===== config.mk =====
export PLATFORM = sky130hd
export DESIGN_NAME = spi_master
export DESIGN_NICKNAME = d
export VERILOG_FILES = /design/src/rtl/spi_master.sv
export SDC_FILE = /design/constraint.sdc
export NUM_CORES = 1
export LEC_CHECK = 0
export BUFFER_PORTS_ARGS = -buffer_cell sky130_fd_sc_hd__buf_2
export CAP_MARGIN = 40
export CORE_MARGIN = 2
export CORE_UTILIZATION = 40
export CTS_CLUSTER_SIZE = 20
export DETAILED_ROUTE_END_ITERATION = 6
export PLACE_DENSITY = 0.76
export SYNTH_ARGS = -nofsm -noshare
export SYNTH_HDL_FRONTEND = slang
export SYNTH_SLANG_ARGS = --single-unit

===== constraint.sdc =====
create_clock -name clk -period 2 [get_ports clk]
set_input_delay 0.3 -clock clk [delete_from_list [all_inputs] [get_ports clk]]
set_output_delay 0.3 -clock clk [all_outputs]
set_load 0.01 [all_outputs]

===== src/rtl/spi_master.sv =====
// SPI master (mode 0, MSB first) with a small register-mapped bus slave.
// CTRL at offset 0x00 holds EN and DIV. STATUS at offset 0x04 holds BUSY, DONE and OVR.
// DATA at offset 0x08 starts a transfer on write and returns the received byte on read.
module spi_master (
  input  logic        clk,
  input  logic        rst,
  input  logic        we_i,
  input  logic [31:0] addr_i,
  input  logic [31:0] data_i,
  output logic [31:0] data_o,
  output logic        spi_clk,
  output logic        spi_ss,
  output logic        spi_mosi,
  input  logic        spi_miso
);

  typedef enum logic [1:0] {
    ST_IDLE  = 2'd0,
    ST_SETUP = 2'd1,
    ST_SHIFT = 2'd2,
    ST_HOLD  = 2'd3
  } state_t;

  localparam logic [7:0] OFF_CTRL = 8'h00;
  localparam logic [7:0] OFF_STAT = 8'h04;
  localparam logic [7:0] OFF_DATA = 8'h08;

  state_t      state_r, state_s;
  logic        ctrl_en_r, ctrl_en_s;
  logic [7:0]  ctrl_div_r, ctrl_div_s;
  logic        done_r, done_s;
  logic        ovr_r, ovr_s;
  logic [7:0]  rx_byte_r, rx_byte_s;
  logic [7:0]  tx_shift_r, tx_shift_s;
  logic [7:0]  rx_shift_r, rx_shift_s;
  logic [7:0]  hcnt_r, hcnt_s;
  logic [3:0]  ecnt_r, ecnt_s;
  logic        sclk_r, sclk_s;
  logic        ss_r, ss_s;
  logic        mosi_r, mosi_s;

  logic [7:0]  offset_s;
  logic        wr_ctrl_s, wr_stat_s, wr_data_s;
  logic        busy_s, tick_s;
  logic        unused_s;

  assign offset_s  = addr_i[7:0];
  assign wr_ctrl_s = we_i && (offset_s == OFF_CTRL);
  assign wr_stat_s = we_i && (offset_s == OFF_STAT);
  assign wr_data_s = we_i && (offset_s == OFF_DATA);
  assign busy_s    = (state_r != ST_IDLE);
  // A half period ends when the down-counter reaches zero.
  assign tick_s    = (hcnt_r == 8'd0);
  assign unused_s  = ^{addr_i[31:8], data_i[31:16]};

  assign spi_clk  = sclk_r;
  assign spi_ss   = ss_r;
  assign spi_mosi = mosi_r;

  // Bus read mux, combinational from the address.
  always_comb begin
    data_o = 32'h0000_0000;
    case (offset_s)
      OFF_CTRL: data_o = {16'h0000, ctrl_div_r, 7'h00, ctrl_en_r};
      OFF_STAT: data_o = {29'h0000_0000, ovr_r, done_r, busy_s};
      OFF_DATA: data_o = {24'h00_0000, rx_byte_r};
      default:  data_o = 32'h0000_0000;
    endcase
  end

  // Next-state and next-output logic for the transfer FSM and the register file.
  always_comb begin
    state_s    = state_r;
    ctrl_en_s  = ctrl_en_r;
    ctrl_div_s = ctrl_div_r;
    done_s     = done_r;
    ovr_s      = ovr_r;
    rx_byte_s  = rx_byte_r;
    tx_shift_s = tx_shift_r;
    rx_shift_s = rx_shift_r;
    hcnt_s     = hcnt_r;
    ecnt_s     = ecnt_r;
    sclk_s     = sclk_r;
    ss_s       = ss_r;
    mosi_s     = mosi_r;

    // Clear the status bits first so that any set in the same cycle wins.
    if (wr_stat_s) begin
      if (data_i[1]) begin
        done_s = 1'b0;
      end else begin
        done_s = done_r;
      end
      if (data_i[2]) begin
        ovr_s = 1'b0;
      end else begin
        ovr_s = ovr_r;
      end
    end else begin
      done_s = done_r;
      ovr_s  = ovr_r;
    end

    if (wr_ctrl_s) begin
      ctrl_en_s  = data_i[0];
      ctrl_div_s = data_i[15:8];
    end else begin
      ctrl_en_s  = ctrl_en_r;
      ctrl_div_s = ctrl_div_r;
    end

    case (state_r)
      ST_IDLE: begin
        if (wr_data_s && ctrl_en_r) begin
          state_s    = ST_SETUP;
          tx_shift_s = data_i[7:0];
          hcnt_s     = ctrl_div_r;
          ecnt_s     = 4'd0;
          ss_s       = 1'b0;
          sclk_s     = 1'b0;
          mosi_s     = data_i[7];
          done_s     = 1'b0;
        end else begin
          state_s = ST_IDLE;
        end
      end
      ST_SETUP: begin
        if (tick_s) begin
          state_s = ST_SHIFT;
          hcnt_s  = ctrl_div_r;
        end else begin
          hcnt_s = hcnt_r - 8'd1;
        end
      end
      ST_SHIFT: begin
        if (tick_s) begin
          hcnt_s = ctrl_div_r;
          sclk_s = ~sclk_r;
          ecnt_s = ecnt_r + 4'd1;
          if (!sclk_r) begin
            // Rising edge: sample the slave.
            rx_shift_s = {rx_shift_r[6:0], spi_miso};
          end else if (ecnt_r != 4'd15) begin
            // Falling edge: present the next bit.
            tx_shift_s = {tx_shift_r[6:0], 1'b0};
            mosi_s     = tx_shift_r[6];
          end else begin
            tx_shift_s = tx_shift_r;
          end
          if (ecnt_r == 4'd15) begin
            state_s = ST_HOLD;
          end else begin
            state_s = ST_SHIFT;
          end
        end else begin
          hcnt_s = hcnt_r - 8'd1;
        end
      end
      ST_HOLD: begin
        if (tick_s) begin
          state_s   = ST_IDLE;
          ss_s      = 1'b1;
          mosi_s    = 1'b0;
          rx_byte_s = rx_shift_r;
          done_s    = 1'b1;
        end else begin
          hcnt_s = hcnt_r - 8'd1;
        end
      end
      default: begin
        state_s = ST_IDLE;
        ss_s    = 1'b1;
        sclk_s  = 1'b0;
        mosi_s  = 1'b0;
      end
    endcase

    // A DATA write during a transfer is dropped and flagged.
    if (wr_data_s && busy_s) begin
      ovr_s = 1'b1;
    end else begin
      ovr_s = ovr_s;
    end

    // Clearing EN during a transfer abandons it without completing.
    if (wr_ctrl_s && !data_i[0] && busy_s) begin
      state_s   = ST_IDLE;
      ss_s      = 1'b1;
      sclk_s    = 1'b0;
      mosi_s    = 1'b0;
      hcnt_s    = 8'd0;
      ecnt_s    = 4'd0;
      rx_byte_s = rx_byte_r;
      done_s    = done_r;
    end else begin
      rx_byte_s = rx_byte_s;
    end
  end

  // State and register update with synchronous reset.
  always_ff @(posedge clk) begin
    if (rst) begin
      state_r    <= ST_IDLE;
      ctrl_en_r  <= 1'b0;
      ctrl_div_r <= 8'd0;
      done_r     <= 1'b0;
      ovr_r      <= 1'b0;
      rx_byte_r  <= 8'd0;
      tx_shift_r <= 8'd0;
      rx_shift_r <= 8'd0;
      hcnt_r     <= 8'd0;
      ecnt_r     <= 4'd0;
      sclk_r     <= 1'b0;
      ss_r       <= 1'b1;
      mosi_r     <= 1'b0;
    end else begin
      state_r    <= state_s;
      ctrl_en_r  <= ctrl_en_s;
      ctrl_div_r <= ctrl_div_s;
      done_r     <= done_s;
      ovr_r      <= ovr_s;
      rx_byte_r  <= rx_byte_s;
      tx_shift_r <= tx_shift_s;
      rx_shift_r <= rx_shift_s;
      hcnt_r     <= hcnt_s;
      ecnt_r     <= ecnt_s;
      sclk_r     <= sclk_s;
      ss_r       <= ss_s;
      mosi_r     <= mosi_s;
    end
  end

endmodule


Yosys cells after proc, flatten, opt, wreduce, memory -nomap -nowiden
Index checks and enable logic that the tools add are counted.
- input bits: 68
- bits in registers: 51
- eq/ne operators: 14
- bitwise logic cells: 2
- reduce and logical (&&, ||, !) cells: 28
- $add $sub $neg: 2
- mux-type cells: 38
- operators with widths (cell ; count):
    16-bit case mux with 3 select lines ; 1
    7-bit two-way mux ; 4
    8-bit two-way mux ; 3
    8-bit case mux with 3 select lines ; 1
    1-bit two-way mux ; 17
    8-bit logical NOT ; 2
    3-bit AND reduction ; 5
    2-bit inequality test, second input constant ; 7
    7-bit case mux with 2 select lines ; 1
    2-bit nonzero test ; 5
    8-bit by 3-bit == test with 1-bit output, second input constant ; 1
    8-bit by 4-bit == test with 1-bit output, second input constant ; 1
    4-bit two-way mux ; 2
    2-bit case mux with 4 select lines ; 1
    4-bit case mux with 2 select lines ; 1
    8-bit by 1-bit subtractor with 8-bit output, second input constant ; 1
    1-bit logical AND ; 7
    2-bit two-way mux ; 3
    1-bit case mux with 2 select lines ; 3
    6-bit AND reduction ; 1
    5-bit AND reduction ; 1
    4-bit by 1-bit adder with 4-bit output, second input constant ; 1
    2-bit == test, second input constant ; 2
    4-bit == test, second input constant ; 1
    9 further kinds ; 12

Longest topological paths before layout
Gate-level depths: netlist (run 1).
- depth in word-level cells: 6
- depth in mapped cells: 8

Worst setup path before layout (run 1)
No wires, ideal clock.
- path type: flip-flop to flip-flop
- from: register hcnt_r[0]
- to: register tx_shift_r[3]
- arrival time: 1.997 ns
- path buffers: 1
- clock period less this slack: 2.068 ns
- stages on the path, launching flop included: 9
- setup slack: -0.068 ns
- library setup time: 0.071 ns
- required time: 1.929 ns
- cell sequence: dfxtp_1 -> inv_1 -> ha_1 -> or4b_4 -> nor2_8 -> a41oi_2 -> clkbuf_1 -> or3_1 -> a21oi_1
- cells in the longest elaborated chain, start to end: 3
- RTL lines (item ; line ; source):
    start: declaration ; 36 ; logic [7:0] hcnt_r, hcnt_s;
    start signal: assignment ; 225 ; hcnt_r <= hcnt_s;
    8-bit logical NOT ; 53 ; assign tick_s = (hcnt_r == 8'd0);
    2-bit inequality test (no line) ; n/a ;
    5-bit AND reduction (no line) ; n/a ;
    end signal: assignment ; 223 ; tx_shift_r <= tx_shift_s;
    end: declaration ; 34 ; logic [7:0] tx_shift_r, tx_shift_s;
Every way passes these cells.
A chain may end at the register's enable or synchronous reset.

Worst setup path in the final report (run 1)
- from: register hcnt_r[0]
- to: register rx_shift_r[5]
- cells in the longest elaborated chain, start to end: 2
- RTL lines (item ; line ; source):
    8-bit logical NOT ; 53 ;
    3-bit AND reduction (no line) ; n/a ;
    end signal: assignment ; 224 ; rx_shift_r <= rx_shift_s;
    end: declaration ; 35 ; logic [7:0] rx_shift_r, rx_shift_s;
Every way passes these cells.

==> impl_summary.md, run 1 <==
Detailed routing
In the routed layout, each cell is associated on average with a via count of 5.49. Before antenna repair, the detailed router went through 4 iterations. The sum of routed wire length over all layers is 7310 um. For this run, design rule violations remaining after detail routing come to 0. The violation count after the first detailed-routing iteration is 111. The final antenna-violating net count is 0.

Dividing the detail-routed wire length by the instance count gives 15.4 um. The total number of vias is 2614.

Setup path
The worst setup path is captured at a flip-flop. STA classifies the critical path startpoint as a flip-flop. The largest driver fanout on the critical path is 8. The critical path is of the flip-flop to flip-flop type. Data on the critical path arrives at its endpoint at 2300 ps. The required time of the critical path is 2200 ps.

Floorplan
The area of the die is 7540 um^2. 103 I/O pins were placed. The row count is 30. In this run the standard cell core region covers 6720 um^2. The x dimension of the die is 86.9 um. The effective utilization at floorplan is 40.9%. The floorplan step set the die height to 86.9 um.

Final layout
The final core utilization is 52.0%. The proportion of layout cells with a drive suffix above 1 is 29.3%. The total inserted antenna cells is 0. The final net count is 470.

Compared with the post-synthesis result, the final layout area differs by 27.3%. The final standard cell area without fillers is 3500 um^2.

Placement
Once placement finished, the instance area stood at 3130 um^2. The final RePlAce weighted congestion is 0.876. Prior to clock tree synthesis, the placed netlist has a worst setup slack of -179 ps.

The HPWL after detailed placement is 4720 um. The port buffer count is 46.

Hold path
The min-delay analysis places its worst path in the category primary input to flip-flop.

Clocking
Clock-pin slew was measured on the worst setup and hold paths at 100 ps. Clock latency on the worst-skew pair, taken at its later pin, is 310 ps. Counting along the longest clock path gives a buffer depth of 2. The CTS buffer count is 5. The CTS H-tree depth is 2. The TritonCTS clock tree is yes.

The tree is rooted in a clkbuf_8. The clock net in this run drives a total of 51 sinks.

STA
The final worst clock skew is 3.46 ps. The worst hold margin is 217 ps. The ratio of final minimum period to clock period is 105%. For this run, the top clock speed supported by timing is 475 MHz. The number of setup violations in the final report is 10. Setup repair after global routing could not meet its margin everywhere. The relative max-transition margin is 57.2%.

The total count of max-transition violations in the final report is 0. For the pin with the worst max-slew slack, the measured transition is 634 ps. The final number of hold-violating endpoints was 0. The setup slack of the critical path after layout is -105 ps.

The post-layout minimum cycle time is 2100 ps.

Logic synthesis
The number of synthesized register bits is 51. The number of distinct library cells after synthesis is 49. The cell count after synthesis came out at 323. The synthesized design contains 0 enable-type register cells. Of all flip-flops after synthesis, the portion carrying an async set or reset was 0%. The sequential share of the synthesized area is 37.2%.

For this run, the number of Yosys warnings is 0. The main flop type after synthesis is dfxtp_1. Dividing the synthesized area by the synthesized cell count gives 8.50 um^2. The mapped netlist covers 2750 um^2.

GRT
The initial antenna violation count is 0. Entering global routing, the biggest net connects 35 pins. The number of global-route vias before repair came to 2341.

The first global-routing pass estimated 10700 um of wire. Global routing used 17.7% of the available tracks. The total grt overflow is 0.

Flow run
Max-cap violations in this run came to 0.

Pwr
The largest vdd supply drop is 655 uV. Power spread over the standard cell area amounts to 1280 nW/um^2. The analysis attributes to cell leakage a power of 1.65 nW.

Outcome
The flow ran to the end, but the final reports show violations. The checks that failed: negative setup slack.
metal layers:
metal	vias up	global-route usage [%]	wire length, um
met2	91	30.2	3650
met5	-	0	0
met1	1242	22.2	3170
li1	1275	-	-
met4	0	4.97	58
met3	6	4.27	426
cell type report:
cell class | count | area (um^2)
clock buffers | 5 | 68.8
multi-input cells | 248 | 1670
fillers | 610 | 3220
well taps | 80 | 100
clock inverters | 3 | 71.3
flip-flops and latches | 51 | 1020
inverters | 7 | 26.3
repair buffers | 82 | 532
critical path, stage by stage, from the launching register on:
cell and delay, ps:
dfxtp_2 340, inv_2 70, ha_4 130, or4b_4 530, or4_4 650, mux2i_1 200
nor2_1 70
where the power goes:
part           switching [mW]  internal [mW]  leakage (nW)
clock                   0.370          0.508        0.0703
sequential             0.0781           1.13         0.413
combinational            1.25           1.14          1.16
total                    1.70           2.78          1.65
path summary, 6_finish.rpt:
path,startpoint,to,slack [ps],depth (start not counted)
setup reg to reg,hcnt_r[0],rx_shift_r[5],-100,6
hold reg to reg,tx_shift_r[3],tx_shift_r[3],480,2
setup / recovery,hcnt_r[0],rx_shift_r[5],-100,6
hold / removal,data_i[8],ctrl_div_r[0],220,3
synth_stat cells, types with 3 or more instances:
cell type  instances  area share (%)
clkbuf_1          10             1.4
o21ai_0           22             4.0
and3_1            13             3.0
buf_2              4            0.73
mux2i_1           31              11
a21oi_1           29             5.3
nand2_1            8             1.1
nor2b_1            3            0.68
nand4_1            4            0.91
nor3_1             6             1.1
or3_1              8             1.8
nand3_1            5            0.91
inv_1              7            0.96
buf_1              3            0.41
ha_1               7             3.2
or4_1              3            0.82
nor2_1            50             6.8
a22oi_1            3            0.82
buf_4             16             4.4
xnor2_1            3            0.96
dfxtp_1           51              37
metrics by stage:
stage | power, mW | TNS [ps] | cells
6_report | 4.48 | -621 | 476
3_5_place_dp | 2.79 | -3180 | 456
5_1_grt | 4.70 | -2130 | 476
2_1_floorplan | 2.32 | -38.9 | 338
3_3_place_gp | 2.76 | -2950 | 456
4_1_cts | 3.82 | -514 | 467
what timing repair did:
item / in CTS / in global routing
cloned: 0 / 3
pin swaps: 1 / 20
endpoints found under the setup margin: 18 / 46
gates resized for setup: 10 / 32
buffers inserted: 3 / 7
hold buffers: 0 / 0
flip-flops by register name (all words and copies together) (netlist names):
name        cells
ctrl_div_r      8
hcnt_r          8
rx_byte_r       8
rx_shift_r      8
tx_shift_r      7
ecnt_r          4
state_r         2
ctrl_en_r       1
done_r          1
ovr_r           1
spi_clk         1
spi_mosi        1
spi_ss          1
cells in the final DEF, fill, tap and decap left out, types with 4 or more instances in the layout:
cell type	Yosys	routed
a21oi_1	29	29
and3_1	13	13
buf_2	4	46
buf_4	16	30
buf_6	0	5
clkbuf_8	0	5
conb_1	1	16
dfxtp_1	51	48
ha_1	7	5
inv_1	7	5
mux2i_1	31	31
nand2_1	8	8
nand3_1	5	4
nand4_1	4	4
nor2_1	50	48
nor3_1	6	6
o21ai_0	22	13
o21ai_1	0	9
or3_1	8	8
cells by family (layout without fill, tap and decap cells):
logic type | Yosys count | in the layout | share of synthesized area (%)
AOI/OAI and AO/OA | 75 | 76 | 17.4
adders and majority gates | 7 | 7 | 3.19
DFF | 51 | 51 | 37.2
xor gates and xnor gates | 3 | 3 | 0.957
other | 1 | 16 | 0.137
muxes | 33 | 33 | 12.1
buffers and inverters | 40 | 97 | 7.84
and+or+nand+nor | 113 | 113 | 21.2
No activity file was read; power rests on OpenSTA's default activity.
==> run 2, diff against run 1 <==
ABC_AREA = 1   (was not set)
CORE_ASPECT_RATIO = 0.9   (was not set)
PLACE_DENSITY = 0.75   (was 0.76)
==> run 2 against run 1 <==
  * The flow now finishes without violations
  * Critical path type is now flip-flop to output port
  * Highest routed layer unchanged
  * Synthesized cell count up 29%
  * Final area shrank 9.2%
  * Area after synthesis rose by 2.7%
  * Flip-flop and latch count stayed put
  * Via count decreased by 0.88%
  * Wire length shrank 22%
  * Critical path depth up 1
==> impl_summary.md, run 2 <==
Outcome
The flow ran to the end, and the final reports show no timing, DRC or antenna violations.

Hold path
The path class of the tightest hold or removal check is primary input to flip-flop. The number of cells on the worst hold path is 2. The startpoint identified for the worst hold timing path is rst. The end of the worst hold path is ovr_r.

Logic synthesis
Yosys mapped the design onto 30 distinct sky130hd cell types. Ranked by instance count, the synthesized netlist is headed by 82 x nand2_1, 66 x nor2_1, 51 x dfxtp_1, 50 x inv_1, 39 x o21ai_0. The biggest area contributor in the post-synthesis netlist is dfxtp_1. After synthesis, the cell types taking the most area are dfxtp_1 36%, nand2_1 11%, nor2_1 8.8%, o21ai_0 6.9%, inv_1 6.7%. After synthesis, the share of flip-flops with an asynchronous set or reset is 0%. In the post-synthesis netlist, the cell with the most instances is nand2_1. The number of synthesized register bits is 51. The main flop type after synthesis is dfxtp_1. Summed over its instances, the top area cell type makes up 36.2% of the synthesized netlist area. Summing every instance area after synthesis gives 2820 um^2.

The number of synthesized flops with an enable pin is 0. The Yosys step of the flow raised 0 warnings. Averaged over all synthesized cells, the footprint is 6.75 um^2. The sequential share of the synthesized area is 36.2%.

The cell count after synthesis came out at 418.

GRT
After global routing the overflow that remains totals 0. The initial antenna violation count is 0. The global-route total usage across every layer is 15.6%. The number of global-route vias before repair came to 2371.

Entering global routing, the biggest net connects 32 pins. The first global-routing pass estimated 10100 um of wire.

Floorplan
The effective utilization at floorplan is 40.7%. The vertical die dimension is 83.7 um. The placeable core area is 6930 um^2. For this design the top-level I/O count stands at 103. The die covers 7740 um^2.

In this run the core area contains 29 standard-cell rows. In this run the horizontal extent of the chip is 92.5 um.

Setup path
The critical path goes through inv_1, ha_2, inv_1, buf_4, nand2_1, nand3_1, buf_2. In this run the register-to-register setup slack is 190 ps. The largest single stage delay on the critical path is 350 ps.

The largest driver fanout on the critical path is 6. The cell with the largest stage delay on the worst path is dfxtp_1. The cell repeated most along the worst path is inv_1. For the worst setup path, the data required time is 1700 ps.

STA puts the critical path data arrival time at 1530 ps. In this run the critical register-to-register path is launched from hcnt_r[0]. The kind of critical path is flip-flop to output port. The worst register-to-register path ends at ecnt_r[0].

The worst setup path is launched from a flip-flop. Counting cells, the worst reg-to-reg path comes to 9. STA classifies the critical path endpoint as an output port.

Clocking
The clock network latency to the later pin of the worst-skew pair is 310 ps. TritonCTS built the clock tree. Clock tree synthesis selected as its root buffer the cell clkbuf_8.

Clock tree synthesis inserted a total of 5 buffers. The clock edge transition at the registers on the reported setup and hold paths is 90 ps. The maximum number of buffers from clock root to sink is 2. The clock sink total is 51. The number of hold buffers added after CTS was 0. The CTS H-tree depth is 2.

STA
The final number of hold-violating endpoints was 0. Setup repair after global routing left no endpoint under its margin. The ratio of final minimum period to clock period is 91.4%. Counting I/O delays and the setup requirement, the final critical path takes 1830 ps. The number of setup violations in the final report is 0. In the final timing run, aggregate negative setup slack is 0 ps.

The fmax is 547 MHz. The setup slack of the critical path after layout is 172 ps. For the final database, setup skew stands at 9.41 ps.

The total count of max-transition violations in the final report is 0.

Flow run
The max-capacitance violation count is 0.

Detailed routing
Across all layers, the routed design uses 2591 vias. For this block, the initial DRC count from the detailed router was 111. Wires add up to 5730 um. After detailed routing, the average wire length per cell comes to 10.3 um. The pre-antenna-repair detailed-routing pass consisted of 4 iterations. After detailed routing, the number of remaining DRC violations is 0. The final antenna-violating net count is 0. The per-cell via count in the routed design is 4.64.

Final layout
In the layout the commonest cells are 82 x nand2_1, 66 x nor2_1, 51 x dfxtp_1. The proportion of layout cells with a drive suffix above 1 is 17.2%. Leaving out fill and tap cells, the most frequent cell in the layout is nand2_1.

The number of antenna diodes in the final layout is 0. The layout has 721 filler cells. With fillers left out, the area of the finished cells amounts to 3180 um^2. The area growth from synthesis to final layout is 12.6%. After the last flow step, the layout net total stands at 540.

Pwr
Net switching is 34.9% of the power. The clock power share is 24.7%. The switching power is 0.867 mW. The largest vdd supply drop is 327 uV. The internal portion of the total power is 1.62 mW. Combinational cells account for 27.8% of the total power. Summing internal, switching and leakage power gives 2.48 mW. The sequential group share of total power is 47.5%. Summed over all cells, the static leakage comes to 1.44 nW. Power spread over the standard cell area amounts to 782 nW/um^2.

Placement
In this run the cell area measured after placement is 3080 um^2. The port buffer count is 46. Once detailed placement completed, the half-perimeter wirelength came to 4350 um. Timing analysis after detailed placement gives a worst setup slack of 205 ps. The final RePlAce weighted congestion is 0.835.
## run 2: cell count changes in the layout (fill, tap and decap cells not counted), sizes merged, moves of 13 or more
cell,delta
mux2i,-31
o21ai,+20
buf,-31
and3,-13
nand3,+15
inv,+47
nor2,+24
nand2,+78
## run 2: power groups by stage
stage / clock network (mW) / logic, mW / registers [mW]
detailed placement: 0 / 0.684 / 1.20
CTS: 0.635 / 0.686 / 1.18
global route: 0.669 / 0.793 / 1.19
global placement: 0 / 0.667 / 1.20
floorplan: 0 / 0.555 / 1.20
finish: 0.614 / 0.689 / 1.18
## run 2: worst max path at each step
stage	from	to
floorplan	state_r[0]	tx_shift_r[3]
global placement	state_r[0]	state_r[1]
detailed placement	state_r[0]	ecnt_r[0]
CTS	state_r[0]	data_o[0]
global route	hcnt_r[0]	ecnt_r[0]
finish	state_r[0]	data_o[0]
## run 2: area by class of cell
cell class	count	area, um^2	share of cell area, %
Clock inverter	3	22.5	0.709
Timing Repair Buffer	51	268	8.43
Multi-Input combinational cell	303	1480	46.6
Sequential cell	51	1020	32.1
Tap cell	93	116	3.66
Inverter	53	199	6.26
Clock buffer	5	68.8	2.17
## run 2: worst max-delay path, delay by kind of cell (launching register included)
kind / cells / cell delay [ps]
DFF: 1 / 350
buffers and inverters: 4 / 470
adders and majority gates: 1 / 280
and+or+nand+nor: 2 / 130
## run 2: timing repair
action / CTS / global route
resized for setup: 0 / 2
setup endpoints to repair: 0 / 4
endpoints found under the hold margin: 0 / 0
buffers inserted: 0 / 0
## run 2: layer usage
layer | wire [um] | track usage, % | vias up
met4 | 53 | 4.61 | 0
li1 | - | - | 1387
met1 | 2770 | 20.3 | 1137
met3 | 302 | 3.25 | 5
met5 | 0 | 0 | -
met2 | 2610 | 26.0 | 62
## run 2: cell families (layout without fill, tap and decap cells)
kind of cell,count (synthesis),in the layout,share of synthesized area [%]
adder cells (fa/ha/maj),7,7,3.10
buffers and inverters,79,112,13.4
AND/OR/NAND/NOR,194,194,30.9
AO/OA/AOI/OAI,81,81,14.8
XOR/XNOR,5,5,1.55
flip-flops,51,51,36.2
other,1,16,0.133
## run 2: per-stage QoR
stage / hold slack, ps / util (%) / cells
6_report: 199 / 45.8 / 559
3_3_place_gp: 434 / 44.5 / 551
4_1_cts: 188 / 45.8 / 559
5_1_grt: 193 / 45.8 / 559
3_5_place_dp: 437 / 44.5 / 551
2_1_floorplan: 369 / - / 433
==> run 3, diff against run 2 <==
PLACE_DENSITY = 0.73   (was 0.75)
clock period = 1.9 ns   (was 2 ns; I/O delays follow)
==> run 3 against run 2 <==
  * Flip-flop and latch count is the same
  * Largest power group unchanged
  * First-iteration DRC count increased by 61%
  * Critical path type unchanged
  * Hold slack lost 8.1 ps
  * Sequential power rose by 5%
  * Clock skew fell by 0.80 ps
  * Largest cell class unchanged
  * Critical endpoint unchanged
  * Final cell count rose by 0.72%
==> impl_summary.md, run 3 (synthesis gave the netlist of run 2 again) <==
Placement
The HPWL after detailed placement is 4500 um. The final RePlAce weighted congestion is 0.872. Buffers placed on the I/O ports in this run total 46.

Setup path
The critical path launch point type is a flip-flop. The worst setup path is of the flip-flop to output port kind. The largest driver fanout on the critical path is 6. The critical path contains buffers and inverters numbering 4 combined. The critical path endpoint category is an output port.

The peak per-stage delay on the critical path is 390 ps. For the worst setup path, the data arrival time is 1510 ps. The cell repeated most along the worst path is inv_1. At the worst endpoint, the required time is 1620 ps. The signal on the critical path passes through inv_1, ha_4, inv_1, buf_4, nand2_1, nand3_1, buf_2. The cell with the largest stage delay on the worst path is dfxtp_1. The cell type group with the largest total delay on the critical path is buffers and inverters.

GRT
The first-pass GRT wire length is 10300 um. Entering global routing, the biggest net connects 26 pins. The global-route total usage across every layer is 16.2%. The number of global-route vias before repair is 2414. The initial antenna violation count is 0. Global routing finished with a remaining overflow of 0.

Clocking
The tree built by TritonCTS fans out to 51 sinks. Clock tree synthesis selected as its root buffer the cell clkbuf_8. CTS built an H-tree with a depth of 2.

After clock tree synthesis, the clock-pin slew on the worst setup and hold paths is 90 ps. Counting along the longest clock path gives a buffer depth of 2. The buffers inserted during post-CTS setup optimization is 0. In this run, post-CTS hold repair placed 0 buffers.

The clock reaches the later pin of the worst-skew pair after 310 ps. The CTS buffer count is 5. TritonCTS built the clock tree.

Detailed routing
The final antenna-violating net count is 0. The routed layout has 2683 vias. The sum of routed wire length over all layers is 6170 um.

After the first detailed-routing iteration, the DRC count stood at 179. In the routed design, unresolved DRC markers number 0. The number of detailed-routing iterations run before antenna repair is 5. The per-cell via count in the routed design is 4.77.

The per-cell routed wire length is 11.0 um.

STA
The worst path needs 1790 ps of the cycle, external delays included. Setup repair after global routing left no endpoint under its margin. Setup violations remaining at the end of the flow were counted as 0. The final number of hold-violating endpoints is 0. The worst path uses 94.2% of the clock period.

Final hold analysis gives a worst-case slack of 191 ps. The final worst clock skew is 8.61 ps. The total count of max-transition violations in the final report came to 0. The aggregate negative setup slack is 0 ps.

Timing would allow up to 559 MHz.

Pwr
The static leakage power is 1.47 nW. The power density relative to cell area is 857 nW/um^2. IR analysis of the VDD net gives a maximum drop of 464 uV.

Flow run
Across the run, the number of max-cap violations was 0.

Outcome
The flow ran to the end, and the final reports show no timing, DRC or antenna violations.

Final layout
After the last flow step, the layout net total stands at 544. The library cell used most frequently in the layout, excluding fill and tap cells, is nand2_1. The total inserted antenna cells is 0. The area growth from synthesis to final layout is 14.9%.

The proportion of layout cells with a drive suffix above 1 is 17.9%. In the layout the commonest cells are 82 x nand2_1, 66 x nor2_1, 50 x inv_1, 50 x dfxtp_1, 46 x buf_2.

Floorplan
The row count is 29. Pin placement for this block handled 103 I/O pins. In this run the vertical extent of the chip is 83.7 um. The placeable core area is 6930 um^2. The die covers 7740 um^2. For this configuration, the core starts out at a cell density of 40.7%.

The x dimension of the die is 92.5 um.

Hold path
The worst hold path belongs to the class primary input to flip-flop.
run 3: cell count changes in the layout (fill, tap and decap cells not counted):
| cell | change |
|---|---|
| dfxtp_1 | -1 |
| clkinv_2 | -1 |
| inv_6 | -1 |
| bufinv_16 | +1 |
| ha_1 | -1 |
| inv_2 | -1 |
| buf_4 | +4 |
| clkbuf_1 | +1 |
| ha_4 | +1 |
| o21ai_1 | +1 |
| dfxtp_2 | +1 |
| inv_1 | +1 |
| o21ai_0 | -1 |
run 3: final timing paths:
kind / cells past startpoint / slack (ps) / endpoint / from
setup / recovery: 7 / 110 / data_o[0] / state_r[1]
hold / removal: 2 / 190 / tx_shift_r[0] / rst
setup reg to reg: 9 / 120 / ecnt_r[0] / hcnt_r[0]
hold reg to reg: 2 / 460 / spi_ss / spi_ss
run 3: layer usage:
| metal | track usage, % | part of all wire (%) | vias up |
|---|---|---|---|
| met1 | 20.3 | 47 | 1204 |
| met5 | 0 | 0 | - |
| li1 | - | - | 1392 |
| met2 | 26.9 | 45 | 77 |
| met3 | 3.70 | 5.6 | 10 |
| met4 | 6.51 | 1.8 | 0 |
run 3: area by class of cell:
cell class              instances  area [um^2]
clock inverters                 2         38.8
fillers                       737         3690
flip-flops and latches         51         1020
repair buffers                 55          298
multi-input cells             303         1490
well taps                      93          116
inverters                      53          199
clock buffers                   6         72.6
run 3: power breakdown:
group	leakage, nW	switching, mW	internal (mW)
registers	0.412	0.0621	1.18
clock network	0.0558	0.369	0.398
logic	1.00	0.492	0.274
total	1.47	0.923	1.85
run 3: what timing repair did:
action / CTS / global route
endpoints found under the setup margin: 1 / 12
pin swaps: 0 / 1
resized for setup: 1 / 4
run 3: stage by stage:
| stage | power (mW) | setup WS [ps] | util, % | instance area [um^2] | std cells |
|---|---|---|---|---|---|
| after global routing | 2.94 | 4.93 | 46.8 | 3240 | 563 |
| final | 2.78 | 110 | 46.8 | 3240 | 563 |
| after floorplan | 1.85 | 337 | - | 2880 | 433 |
| after global placement | 1.99 | 193 | 44.9 | 3110 | 555 |
| after detailed placement | 2.01 | 164 | 44.9 | 3110 | 555 |
| after CTS | 2.78 | 35.3 | 46.6 | 3230 | 563 |
